$ cat src/rtl/serial_adder_pkg.sv
// Shared types and limits for the bit-serial adder.
// Used by serial_adder whether or not SERIAL_ADDER_SUB_EN is defined.
package serial_adder_pkg;

    typedef enum logic [1:0] {
        ST_IDLE = 2'd0,
        ST_RUN  = 2'd1,
        ST_DONE = 2'd2
    } state_e;

    localparam int WIDTH_MIN = 1;
    localparam int WIDTH_MAX = 64;

endpackage

$ cat src/rtl/serial_adder_fa_cell.sv
// Combinational 1-bit full adder; the only arithmetic in the serial datapath.
module fa_cell (
    input  logic x,
    input  logic y,
    input  logic ci,
    output logic s,
    output logic co
);

    assign s  = x ^ y ^ ci;
    assign co = (x & y) | (ci & (x ^ y));

endmodule

$ cat src/rtl/serial_adder.sv
// Bit-serial adder: one operand bit per cycle, LSB first, valid/ready on both sides.
// Define SERIAL_ADDER_SUB_EN to add the op_sub input (a - b via inverted b, carry-in 1).
//
// state   | meaning
// IDLE    | waiting for operands, in_ready=1
// RUN     | one bit per cycle through fa_cell, busy=1
// DONE    | result presented, out_valid=1 until out_ready
module serial_adder
    import serial_adder_pkg::*;
#(
    parameter int WIDTH = 8
) (
    input  logic             clk,
    input  logic             rst_n,
    input  logic             in_valid,
    output logic             in_ready,
    input  logic [WIDTH-1:0] a,
    input  logic [WIDTH-1:0] b,
    input  logic             cin,
`ifdef SERIAL_ADDER_SUB_EN
    input  logic             op_sub,
`endif
    output logic             out_valid,
    input  logic             out_ready,
    output logic [WIDTH-1:0] sum,
    output logic             cout,
    output logic             busy
);

    localparam int CNT_W = $clog2(WIDTH + 1);
    localparam logic [CNT_W-1:0] CNT_LAST = CNT_W'(WIDTH - 1);

    if (WIDTH < WIDTH_MIN || WIDTH > WIDTH_MAX) begin : g_bad_width
        $error("serial_adder: WIDTH out of legal range");
    end

    state_e             state_q, state_d;
    logic [WIDTH-1:0]   a_q, a_d;
    logic [WIDTH-1:0]   b_q, b_d;
    logic [WIDTH-1:0]   res_q, res_d;
    logic [WIDTH-1:0]   sum_q, sum_d;
    logic [WIDTH-1:0]   res_shift;
    logic [CNT_W-1:0]   cnt_q, cnt_d;
    logic               carry_q, carry_d;
    logic               cout_q, cout_d;
    logic               bit_s, bit_co;
    logic               sub_sel;

`ifdef SERIAL_ADDER_SUB_EN
    assign sub_sel = op_sub;
`else
    assign sub_sel = 1'b0;
`endif

    fa_cell u_fa_cell (
        .x  (a_q[0]),
        .y  (b_q[0]),
        .ci (carry_q),
        .s  (bit_s),
        .co (bit_co)
    );

    always_comb begin
        state_d   = state_q;
        a_d       = a_q;
        b_d       = b_q;
        res_d     = res_q;
        sum_d     = sum_q;
        cnt_d     = cnt_q;
        carry_d   = carry_q;
        cout_d    = cout_q;
        // The new result bit enters at the MSB so the LSB lands at bit 0 after WIDTH shifts.
        res_shift = res_q >> 1;
        res_shift[WIDTH-1] = bit_s;

        case (state_q)
            ST_IDLE: begin
                if (in_valid) begin
                    a_d     = a;
                    b_d     = b ^ {WIDTH{sub_sel}};
                    carry_d = sub_sel ? 1'b1 : cin;
                    cnt_d   = '0;
                    state_d = ST_RUN;
                end
            end
            ST_RUN: begin
                a_d     = a_q >> 1;
                b_d     = b_q >> 1;
                res_d   = res_shift;
                carry_d = bit_co;
                cnt_d   = cnt_q + CNT_W'(1);
                if (cnt_q == CNT_LAST) begin
                    sum_d   = res_shift;
                    cout_d  = bit_co;
                    state_d = ST_DONE;
                end
            end
            ST_DONE: begin
                if (out_ready) begin
                    state_d = ST_IDLE;
                end
            end
            default: state_d = ST_IDLE;
        endcase
    end

    always_ff @(posedge clk or negedge rst_n) begin
        if (!rst_n) begin
            state_q <= ST_IDLE;
            a_q     <= '0;
            b_q     <= '0;
            res_q   <= '0;
            sum_q   <= '0;
            cnt_q   <= '0;
            carry_q <= 1'b0;
            cout_q  <= 1'b0;
        end else begin
            state_q <= state_d;
            a_q     <= a_d;
            b_q     <= b_d;
            res_q   <= res_d;
            sum_q   <= sum_d;
            cnt_q   <= cnt_d;
            carry_q <= carry_d;
            cout_q  <= cout_d;
        end
    end

    assign in_ready  = (state_q == ST_IDLE);
    assign out_valid = (state_q == ST_DONE);
    assign busy      = (state_q == ST_RUN);
    assign sum       = sum_q;
    assign cout      = cout_q;

endmodule

$ cat config.mk
export PLATFORM = sky130hd
export DESIGN_NAME = serial_adder
export DESIGN_NICKNAME = d
export VERILOG_FILES = /design/src/rtl/serial_adder_pkg.sv /design/src/rtl/serial_adder_fa_cell.sv /design/src/rtl/serial_adder.sv
export SDC_FILE = /design/constraint.sdc
export NUM_CORES = 1
export LEC_CHECK = 0
export CAP_MARGIN = 20
export CORE_MARGIN = 5
export CORE_UTILIZATION = 41
export DETAILED_ROUTE_END_ITERATION = 10
export PLACE_DENSITY = 0.7
export RECOVER_POWER = 50
export SYNTH_ARGS = -nofsm -noshare
export SYNTH_HDL_FRONTEND = slang
export SYNTH_SLANG_ARGS = --single-unit
$ cat constraint.sdc
create_clock -name clk -period 2.25 [get_ports clk]
set_clock_uncertainty 0.2 [all_clocks]
set_input_delay 0.3375 -clock clk [delete_from_list [all_inputs] [get_ports clk]]
set_output_delay 0.3375 -clock clk [all_outputs]
set_load 0.01 [all_outputs]
# Word level (Yosys, flattened, before mapping)
# Index checks and enable logic that the tools add are counted.
# word_totals
inputBits,21
wordCells,37
regBits,40
# classes
bitwise_logic,5
n_eq_ne,6
reduce_logical,5
addsub,1
mux,12
# ops
op,n
$pmux 8 s2,2
$mux 8,2
$pmux 4 s2,1
$mux 2,3
$pmux 2 s3,1
$add 4x1->4 const B,1
$eq 4x3->1 const B,1
$mux 4,1
$ne 2x1->1 const B,2
$reduce_and 2->1,2
$reduce_and 3->1,1
$and 1x1->1,2
$eq 2x1->1 const B,1
$eq 2x2->1 const B,1
$logic_not 2->1,1
$ne 2x2->1 const B,1
$pmux 1 s2,1
$reduce_bool 2->1,1
$xor 1x1->1,2
$mux 1,1
$or 1x1->1,1

# Longest topological paths before layout
# Gate-level depths: netlist (run 1).
# logic_depth
word_depth,4
ltp_mapped,6

# Hierarchy
# Synthesis (run 1) repeated with hierarchy kept, for this count alone.
# unflattened
cells_unflattened,171
area_unflattened_um2,1774.2
# modules_own_cells
module,cells_per_inst,instances,area_each_um2
serial_adder,170,1,1754.2
fa_cell,1,1,20.0

# Worst setup path before layout (run 1)
# OpenSTA, ideal clock, no wires.
# synth_path
path_kind,flip-flop to flip-flop
from,reg cnt_q[0]
to,"reg cout_q, in the netlist cout"
stages_incl_launch_ff,5
period_less_slack_ns,1.633
slack_ns,0.617
t_arrival_ns,1.309
path_buffers,0
setup_ns,0.125
cell_sequence,dfrtp_1 ha_1 nand2_1 nor3_4 mux2_2
# synth_between
elab_chain_cells,2
# synth_rtl
element,line,text
"start, declared",serial_adder.sv:43,"logic [CNT_W-1:0] cnt_q, cnt_d;"
"start signal, assigned",serial_adder.sv:123,cnt_q <= cnt_d;
$eq 4x3->1,serial_adder.sv:92,if (cnt_q == CNT_LAST) begin
$reduce_and 2->1 (no source line),-,
"end signal, assigned",serial_adder.sv:125,cout_q <= cout_d;
"end, declared",serial_adder.sv:45,"logic cout_q, cout_d;"
# Every way passes these cells.
# A chain may end at the register's enable or synchronous reset.

# Worst setup path in the final report (run 1)
# layout_path
from,reg state_q[1]
to,out in_ready
# layout_between
elab_chain_cells,1
# layout_rtl
element,line,text
"start, declared",serial_adder.sv:37,"state_e state_q, state_d;"
"start signal, assigned",serial_adder.sv:118,state_q <= state_d;
$logic_not 2->1,serial_adder.sv:129,assign in_ready = (state_q == ST_IDLE);
"end, declared",serial_adder.sv:16,"output logic in_ready,"
# Every way passes these cells.

==> impl_metrics.py, run 1 <==
metrics = {
    "critical_path": {
        "timing.rr.start": "cnt_q[0]",
        "arrival_ps": 1560,
        "slowest_delay_ps": 560,
        "endpoint": "in_ready",
        "required_ps": 1710,
        "crit_start": "state_q[1]",
        "start_kind": "flop",
        "worst-path-stages": 3,
        "worstRegToRegCells": 4,
        "worst-setup-path-type": "reg2out",
        "slowest_stage": "clkdlybuf4s50_1",
        "path_cells": "buf_4 > nor2_1 > clkdlybuf4s50_1",
        "reg2reg_slack_ps": 410,
        "r2r-end": "sum[7]",
        "crit_family": "buffers and inverters",
        "crit_buf_inv": 2,
        "crit_path_max_fanout": 20,
        "endpoint_kind": "output port",
    },
    "cells_and_area": {
        "design_area_sq_mm": 0.002187,
        "fin_nets": 223,
        "antennaDiodeCount": 0,
        "finalNonFillerCells": 251,
        "layout-drive-gt1-share_pct": 12.94,
        "syn_to_final_growth_pct": 27.78,
    },
    "synth": {
        "yosys.area.top_type": "dfrtp_1",
        "yosysMostFrequentCell": "dfrtp_1",
        "async_reset_ff_share_pct": 100.0,
        "synth_enable_flop_cells": 0,
        "synth.distinct_cells": 24,
        "ys_seq_elements": 39,
        "syn_area_sq_mm": 0.001712,
        "synth.avg_cell_area_sq_um": 10.50,
        "synth_top_area_share_pct": 57.02,
        "synth_cells": 163,
        "ys.flop_type": "dfrtp_1",
        "synth_common_cells": "dfrtp_1 (39), nand2_1 (34), o21ai_0 (18)",
        "yosysWarnings": 0,
        "ys_top_cells_by_area": "dfrtp_1 (57%), nand2_1 (7.5%), a22oi_1 (6.6%)",
        "ys_seq_area_share_pct": 57.02,
        "syn_nets": 186,
    },
    "pwr": {
        "pwr-share-comb_pct": 37.3,
        "ir_drop_uv": 496.8,
        "clkPwrFrac_pct": 17.2,
        "p_leak_nw": 0.9719,
        "power_density_mw_per_mm2": 1206,
        "seq_power_share_pct": 45.4,
        "switching_share_pct": 35.07,
        "intPower_w": 0.001712,
        "switchingPower_w": 0.0009248,
    },
    "floorplanning": {
        "design.core.area_sq_mm": 0.004029,
        "initial_core_util_pct": 42.48,
        "ioPinCount": 33,
        "chipHeight_um": 74.61,
        "die-area_sq_mm": 0.005567,
        "fp-row-count": 23,
        "die_width_um": 74.61,
    },
    "cts": {
        "cts.clk_slew.worst_paths_ps": 80,
        "cts-root-buf": "clkbuf_8",
        "htree_levels": 2,
        "clock_path_buffers": 2,
        "cts_tree": "built",
        "clock_latency_ps": 290,
        "cts_sinks": 39,
        "cts_buffers": 5,
    },
    "timing": {
        "setup_violations": 0,
        "min_period_ps": 2093,
        "fmax_mhz": 477.8,
        "tns_ps": 0,
        "hold_viol": 0,
        "rsz0062_at_grt": "false",
        "fin_crit_sh_pct": 93.02,
        "hold_slack_ps": 280.3,
        "layout_setup_ws_ps": 157.1,
        "report.final.slew_viol_count": 0,
        "relSlewSlack_pct": 34.75,
        "worst_slew_pin_slew_ps": 978.7,
    },
    "drt": {
        "routedWlPerCell_um": 14.48,
        "routed_via_density": 5.303,
        "drc": 0,
        "dr.pass1.iters": 4,
        "via_count": 1331,
        "drtAntennaViolNets": 0,
        "wirelength_mm": 3.635,
        "drt_iter0_markers": 78,
    },
    "placed_design": {
        "dp.cells": 242,
        "io_buffers": 32,
        "gp_congestion": 0.8597,
        "hpwl_mm": 2.543,
        "dp_slack_ps": 150.6,
        "place_area_sq_mm": 0.002095,
    },
    "global_route": {
        "track_usage_pct": 14.79,
        "grt_pass1_wl_mm": 6.237,
        "grt_pass1_vias": 1340,
        "grt_max_degree": 40,
        "overflow": 0,
        "grt_antenna_before_repair": 0,
    },
    "outcome": {
        "outcome": "complete, no violations",
    },
    "run": {
        "max_cap_violations": 0,
    },
    "min_path": {
        "hold_class": "reg2reg",
    },
}
[stage by stage]
stage / power [W] / util (%)
global placement: 0.002153 / 51.99
finish: 0.002637 / 54.29
floorplan: 0.001797 / -
CTS: 0.002678 / 54.32
global route: 0.002867 / 54.29
detailed placement: 0.002217 / 51.99
[cell usage in the layout, fill, tap and decap left out, drive strengths merged, types with 2 or more instances in the layout]
cell type      netlist  final
a21oi                9      9
a22oi               15     15
buf                  5      6
clkbuf               5      7
clkdlybuf4s50        0     31
clkinv               0      3
dfrtp               39     39
inv                  3      3
mux2                 9      9
nand2               34     34
nand3                2      2
nor2                 3      3
nor2b               11     11
o21ai               18     18
[repair_timing]
action / 4_1_cts / 5_1_grt
resized for setup: 0 / 1
hold endpoints to repair: 39 / 0
buffers inserted: 0 / 0
endpoints found under the setup margin: 0 / 1
hold buffers: 1 / 0
[layer usage]
metal  share of wire (%)  wire length [um]  GRT usage, %
met2                  48              1744         22.93
met5                   0                 0             0
met1                  44              1583         18.80
met3                 6.8               248         5.741
met4                 1.6                58         5.731
[cells by family after synthesis]
family / Yosys count / share of synthesized area [%]
DFF: 39 / 57.02
adders and majority gates: 2 / 1.901
muxes: 10 / 6.506
AOI/OAI and AO/OA: 47 / 16.96
buffers and inverters: 13 / 3.435
and+or+nand+nor: 52 / 14.18
[registers in the layout (all words and copies together), names as in the netlist]
| name | count |
|---|---|
| state_q | 2 |
| cout | 1 |
| sum | 8 |
| a_q | 8 |
| cnt_q | 4 |
| res_q | 7 |
| carry_q | 1 |
| b_q | 8 |
[worst min-delay path by stage]
stage | startpoint | end | slack (ps) | cells past startpoint
2_1_floorplan | rst_n | a_q[0] | -160 | 0
3_3_place_gp | rst_n | sum[0] | 210 | 2
3_5_place_dp | rst_n | sum[0] | 220 | 2
4_1_cts | res_q[1] | res_q[1] | 280 | 2
6_report | res_q[1] | res_q[1] | 280 | 2
5_1_grt | cout | cout | 320 | 1
[cell type report]
type,count,area [sq um]
Inverter,3,11.26
Clock buffer,5,68.82
Timing Repair Buffer,40,371.6
Multi-Input combinational cell,111,681.9
Tap cell,50,62.56
Clock inverter,3,15.01
Sequential cell,39,975.9
Fill cell,348,1842
[power by group through the flow]
stage	clock network [W]	logic [W]	registers, W
detailed placement	0	0.00101	0.00121
CTS	0.000468	0.00101	0.00120
global route	0.000506	0.00112	0.00124
floorplan	0	0.000601	0.00120
finish	0.000455	0.000984	0.00120
global placement	0	0.000961	0.00119
[worst reg2reg max path, stage by stage, from the launching register on]
cell,delay [ps]
dfrtp_1,400
ha_1,210
nand2_1,110
nor3_4,410
mux2_2,400
Note: power is estimated with default switching activity, not from simulation.
==> inputs of run 2 (changes only) <==
- PLACE_DENSITY: 0.7 -> 0.69
- SYNTH_HIERARCHICAL: not set -> 1
- clock period: 2.25 -> 2.4 ns (I/O delays scaled with it)
==> run 2 against run 1 <==
Register-to-register slack worse by 150 ps. Sequential power shrank 7%. Sequential share of layout area decreased by 0.92 points. Total power fell by 6.7%. Synthesized area increased by 3.7%. Sequential cell count did not move.
==> impl_metrics.py, run 2 <==
metrics = {
    "critical_path": {
        "worst-setup-path-type": "reg2out",
        "start_kind": "flop",
        "crit_path_max_fanout": 11,
        "path_cells": "nand2b_2 > inv_1 > clkdlybuf4s50_1",
        "required_ps": 1840,
        "slowest_delay_ps": 540,
        "arrival_ps": 1630,
        "endpoint_kind": "output port",
        "slowest_stage": "clkdlybuf4s50_1",
    },
    "cts": {
        "cts-root-buf": "clkbuf_8",
        "clock_path_buffers": 2,
        "cts_hold_buf": 0,
        "clock_latency_ps": 290,
        "cts_buffers": 5,
        "htree_levels": 2,
        "cts_sinks": 39,
        "cts_tree": "built",
        "cts.clk_slew.worst_paths_ps": 80,
    },
    "placed_design": {
        "place_area_sq_mm": 0.002150,
        "hpwl_mm": 2.519,
        "io_buffers": 32,
        "dp_slack_ps": 425.0,
        "gp_congestion": 0.7198,
    },
    "floorplanning": {
        "die_width_um": 75.78,
        "design.core.area_sq_mm": 0.004264,
        "chipHeight_um": 75.78,
        "initial_core_util_pct": 41.61,
        "ioPinCount": 33,
        "fp-row-count": 24,
        "die-area_sq_mm": 0.005743,
    },
    "cells_and_area": {
        "design_area_sq_mm": 0.002233,
        "layout_commonest_cell": "dfrtp_1",
        "fin_nets": 229,
        "ff_latch_area_sq_um": 975.9,
        "final_cell_mix": "dfrtp_1 (39), clkdlybuf4s50_1 (31), nand2_1 (26)",
        "antennaDiodeCount": 0,
        "layout-drive-gt1-share_pct": 11.59,
        "syn_to_final_growth_pct": 25.88,
        "num-fill-cells": 400,
        "multiInputGateArea_sq_um": 743.2,
    },
    "timing": {
        "worst_slew_pin_slew_ps": 1020,
        "fin_crit_sh_pct": 91.18,
        "hold_viol": 0,
        "layout_setup_ws_ps": 211.7,
        "min_period_ps": 2188,
        "setup_violations": 0,
        "report.final.slew_viol_count": 0,
        "rsz0062_at_grt": "false",
        "relSlewSlack_pct": 32.01,
        "tns_ps": 0,
        "fmax_mhz": 457.0,
    },
    "pwr": {
        "power_density_mw_per_mm2": 1102,
        "ir_drop_uv": 528.9,
        "p_leak_nw": 0.9739,
    },
    "global_route": {
        "grt_antenna_before_repair": 0,
        "grt_pass1_wl_mm": 6.506,
        "overflow": 0,
        "grt_max_degree": 40,
        "grt_pass1_vias": 1390,
        "track_usage_pct": 15.23,
    },
    "synth": {
        "synth-xor-area-share_pct": 0,
        "ys.flop_type": "dfrtp_1",
        "yosysWarnings": 6,
        "syn_nets": 194,
        "synth_cells": 171,
        "ys_seq_area_share_pct": 55.01,
        "synthMuxAreaShare_pct": 6.276,
        "synth.avg_cell_area_sq_um": 10.38,
        "synth_compound_area_share_pct": 18.83,
        "ys_seq_elements": 39,
        "synth_top_family_by_area": "compound AO/OA/AOI/OAI gates",
        "ys_top_cells_by_area": "dfrtp_1 (55%), nor2b_1 (6.7%), a22oi_1 (6.3%)",
        "synthAdderAreaFrac_pct": 1.834,
        "synth.distinct_cells": 22,
        "yosysMostFrequentCell": "dfrtp_1",
        "synthSimpleGateAreaFrac_pct": 14.81,
        "synth_enable_flop_cells": 0,
        "syn_area_sq_mm": 0.001774,
        "synth_top_area_share_pct": 55.01,
        "yosys.area.top_type": "dfrtp_1",
        "async_reset_ff_share_pct": 100.0,
        "synth_common_cells": "dfrtp_1 (39), nand2_1 (26), nor2b_1 (19)",
    },
    "drt": {
        "routedWlPerCell_um": 14.47,
        "drtAntennaViolNets": 0,
        "dr.pass1.iters": 4,
        "drt_iter0_markers": 87,
        "routed_via_density": 5.189,
        "wirelength_mm": 3.747,
        "drc": 0,
        "via_count": 1344,
    },
    "run": {
        "max_cap_violations": 0,
    },
    "min_path": {
        "hold_class": "in2async",
    },
    "outcome": {
        "outcome": "complete, no violations",
    },
}
-- run 2: cells by family (layout without fill, tap and decap cells) --
kind of cell,after synthesis,after routing
AND/OR/NAND/NOR,52,52
buffers and inverters,12,48
multiplexers,10,10
flip-flops,39,39
adder cells (fa/ha/maj),2,2
AO/OA/AOI/OAI,56,56
-- run 2: layer usage --
metal  vias to the layer above  global-route usage, %  part of all wire (%)
li1                        664                      -                     -
met1                       653                  20.84                    48
met2                        23                  22.81                    46
met3                         4                  4.485                   3.6
met4                         0                  5.825                   1.4
met5                         -                      0                     0
-- run 2: critical path, delay by kind of cell (launching register included) --
family,cells,cell delay (ps)
buffers and inverters,2,660
and+or+nand+nor,1,300
DFF,1,390
-- run 2: per-stage QoR --
stage / utilization [%] / hold WS (ps) / std cells / power (W)
finish: 52.38 / 13.25 / 259 / 0.002461
global route: 52.38 / 102.9 / 259 / 0.002669
CTS: 52.41 / 11.11 / 259 / 0.002499
detailed placement: 50.41 / 266.8 / 251 / 0.002064
global placement: 50.41 / 263.5 / 251 / 0.002031
floorplan: - / -135.6 / 171 / 0.001683
-- run 2: power breakdown --
group | internal (W) | total, W | leakage [nW] | switching (W)
Combinational | 0.000475 | 0.000922 | 0.427 | 0.000446
Sequential | 0.000915 | 0.00111 | 0.506 | 0.000194
Clock | 0.000203 | 0.000430 | 0.0412 | 0.000227
-- run 2: cell type report --
type | count | share of cell area, %
multi-input cells | 120 | 33.28
inverters | 2 | 0.3361
clock inverters | 2 | 0.5602
flip-flops and latches | 39 | 43.70
repair buffers | 38 | 15.97
clock buffers | 6 | 3.249
well taps | 52 | 2.913
-- run 2: repair_timing --
item                                    in CTS  in global routing
setup buffers                                0                  0
gates resized for setup                      0                  1
endpoints found under the setup margin       0                  1
hold endpoints to repair                     0                  0
-- run 2: path summary, 6_finish.rpt --
check / startpoint / endpoint / slack [ps] / cells after the start
max reg2reg: state_q[1] / a_q[1] / 260 / 5
min: rst_n / sum[0] / 10 / 1
max in group asynchronous: rst_n / a_q[1] / 1390 / 1
max: state_q[1] / busy / 210 / 3
min reg2reg: res_q[1] / res_q[1] / 290 / 2
min in group clk: res_q[1] / res_q[1] / 290 / 2
==> inputs of run 3 (changes only) <==
- SETUP_SLACK_MARGIN: not set -> 0.2
==> run 3 against run 2 <==
Sequential share of layout area down 0.11 points. Combinational power barely moved. Critical path type unchanged. Sequential cell count unchanged. Largest cell class unchanged. First-iteration DRC count is 4.6% lower. Maximum frequency grew 5.5%. Hold slack got worse by 4.4 ps. Clock power hardly changed. Critical endpoint unchanged. Setup slack better by 110 ps. Via count up 1.1%. Sequential power about the same.
==> impl_metrics.py, run 3 (synthesis results as in run 2) <==
metrics = {
    "global_route": {
        "grt_busiest_layer": "met2",
        "overflow": 0,
        "use_met3_pct": 4.485,
        "grt_max_degree": 40,
        "grt_antenna_before_repair": 0,
        "grt_pass1_vias": 1392,
        "track_usage_pct": 15.26,
        "gr-usage-met1_pct": 20.93,
        "grt_pass1_wl_mm": 6.520,
        "use_met2_pct": 22.81,
    },
    "timing": {
        "fmax_mhz": 482.3,
        "relSlewSlack_pct": 31.24,
        "min_period_ps": 2074,
        "rsz0062_at_grt": "false",
        "report.final.slew_viol_count": 0,
        "worst_slew_pin_slew_ps": 1031,
        "setup_violations": 0,
        "hold_viol": 0,
        "tns_ps": 0,
        "fin_crit_sh_pct": 86.40,
    },
    "cells_and_area": {
        "layout-drive-gt1-share_pct": 12.08,
        "finalNonFillerCells": 259,
        "antennaDiodeCount": 0,
        "multiInputGateArea_sq_um": 748.2,
        "syn_to_final_growth_pct": 26.38,
        "fin_nets": 229,
        "num-fill-cells": 400,
        "layout_commonest_cell": "dfrtp_1",
        "final_cell_mix": "dfrtp_1 (38), clkdlybuf4s50_1 (30), nand2_1 (26)",
        "ff_latch_area_sq_um": 977.2,
    },
    "floorplanning": {
        "chipHeight_um": 75.78,
        "initial_core_util_pct": 41.61,
        "design.core.area_sq_mm": 0.004264,
        "fp-row-count": 24,
        "die_width_um": 75.78,
        "die-area_sq_mm": 0.005743,
        "ioPinCount": 33,
    },
    "drt": {
        "drt_iter0_markers": 83,
        "drtAntennaViolNets": 0,
        "routedWlPerCell_um": 14.46,
        "wirelength_mm": 3.746,
        "routed_via_density": 5.247,
        "drc": 0,
        "dr.pass1.iters": 4,
        "via_count": 1359,
    },
    "critical_path": {
        "endpoint_kind": "output port",
        "crit_path_max_fanout": 11,
        "crit_start": "state_q[1]",
        "required_ps": 1840,
        "arrival_ps": 1510,
        "start_kind": "flop",
        "timing.rr.start": "state_q[1]",
        "worst-setup-path-type": "reg2out",
    },
    "placed_design": {
        "gp_congestion": 0.7198,
        "dp.cells": 251,
        "io_buffers": 32,
        "hpwl_mm": 2.519,
    },
    "pwr": {
        "ir_drop_uv": 529.6,
        "p_leak_nw": 0.9913,
        "power_density_mw_per_mm2": 1101,
    },
    "cts": {
        "cts.clk_slew.worst_paths_ps": 80,
        "cts_sinks": 39,
        "post-cts-setup-buffers": 0,
        "clock_path_buffers": 2,
        "cts_buffers": 5,
        "cts_tree": "built",
        "htree_levels": 2,
        "cts-root-buf": "clkbuf_8",
        "clock_latency_ps": 290,
    },
    "outcome": {
        "outcome": "complete, no violations",
    },
    "run": {
        "max_cap_violations": 0,
    },
    "min_path": {
        "hold_class": "in2async",
    },
}
[run 3: cell types whose count changed in the layout (fill, tap and decap cells not counted)]
cell             before  now
nand2b_4              0    1
dlymetal6s2s_1        0    1
dfrtp_2               0    1
clkdlybuf4s50_1      31   30
nand2b_2              1    0
dfrtp_1              39   38
[run 3: layout make-up]
type / instances / area share (%)
clock buffers: 6 / 3.237
clock inverters: 2 / 0.5580
inverters: 2 / 0.3348
multi-input cells: 120 / 33.37
flip-flops and latches: 39 / 43.58
well taps: 52 / 2.902
repair buffers: 38 / 16.02
[run 3: routing by layer]
metal,wire (um),share of wire [%],vias up
met3,156,4.2,4
met1,1789,48,663
met4,53,1.4,0
met2,1747,47,28
met5,0,0,-
li1,-,-,664
[run 3: repair_timing]
action | CTS | global route
pin swaps | 0 | 0
hold buffers | 0 | 0
resized for setup | 2 | 2
endpoints found under the setup margin | 1 | 1
[run 3: metrics by stage]
stage          utilization [%]  hold slack (ps)  power (W)  instance area [sq um]  worst slack, ps
5_1_grt                  52.58            103.0   0.002673                   2242            202.6
4_1_cts                  52.58            11.11   0.002508                   2242            240.0
3_3_place_gp             50.41            263.5   0.002031                   2150            433.1
6_report                 52.58            8.829   0.002469                   2242            326.4
2_1_floorplan                -           -135.6   0.001683                   1774            766.2
3_5_place_dp             50.41            266.8   0.002064                   2150            425.0
[run 3: power by group]
| part | total (W) | switching [W] | internal (W) | leakage [nW] |
|---|---|---|---|---|
| combinational | 0.000923 | 0.000445 | 0.000479 | 0.444 |
| clock | 0.000432 | 0.000229 | 0.000203 | 0.0412 |
| sequential | 0.00111 | 0.000197 | 0.000916 | 0.506 |
| total | 0.00247 | 0.000872 | 0.00160 | 0.991 |
[run 3: critical path, cell delays in order (launching register included)]
cell,delay (ps)
dfrtp_1,390
nand2b_4,210
inv_1,90
clkdlybuf4s50_1,530
[run 3: final timing paths]
check,to,slack (ps),cells past startpoint
worst min register to register,res_q[1],290,2
max in group asynchronous,state_q[0],1350,1
min in group clk,res_q[1],290,2
worst min-delay path,sum[0],9,1
worst max register to register,a_q[1],370,5
worst max-delay path,busy,330,3
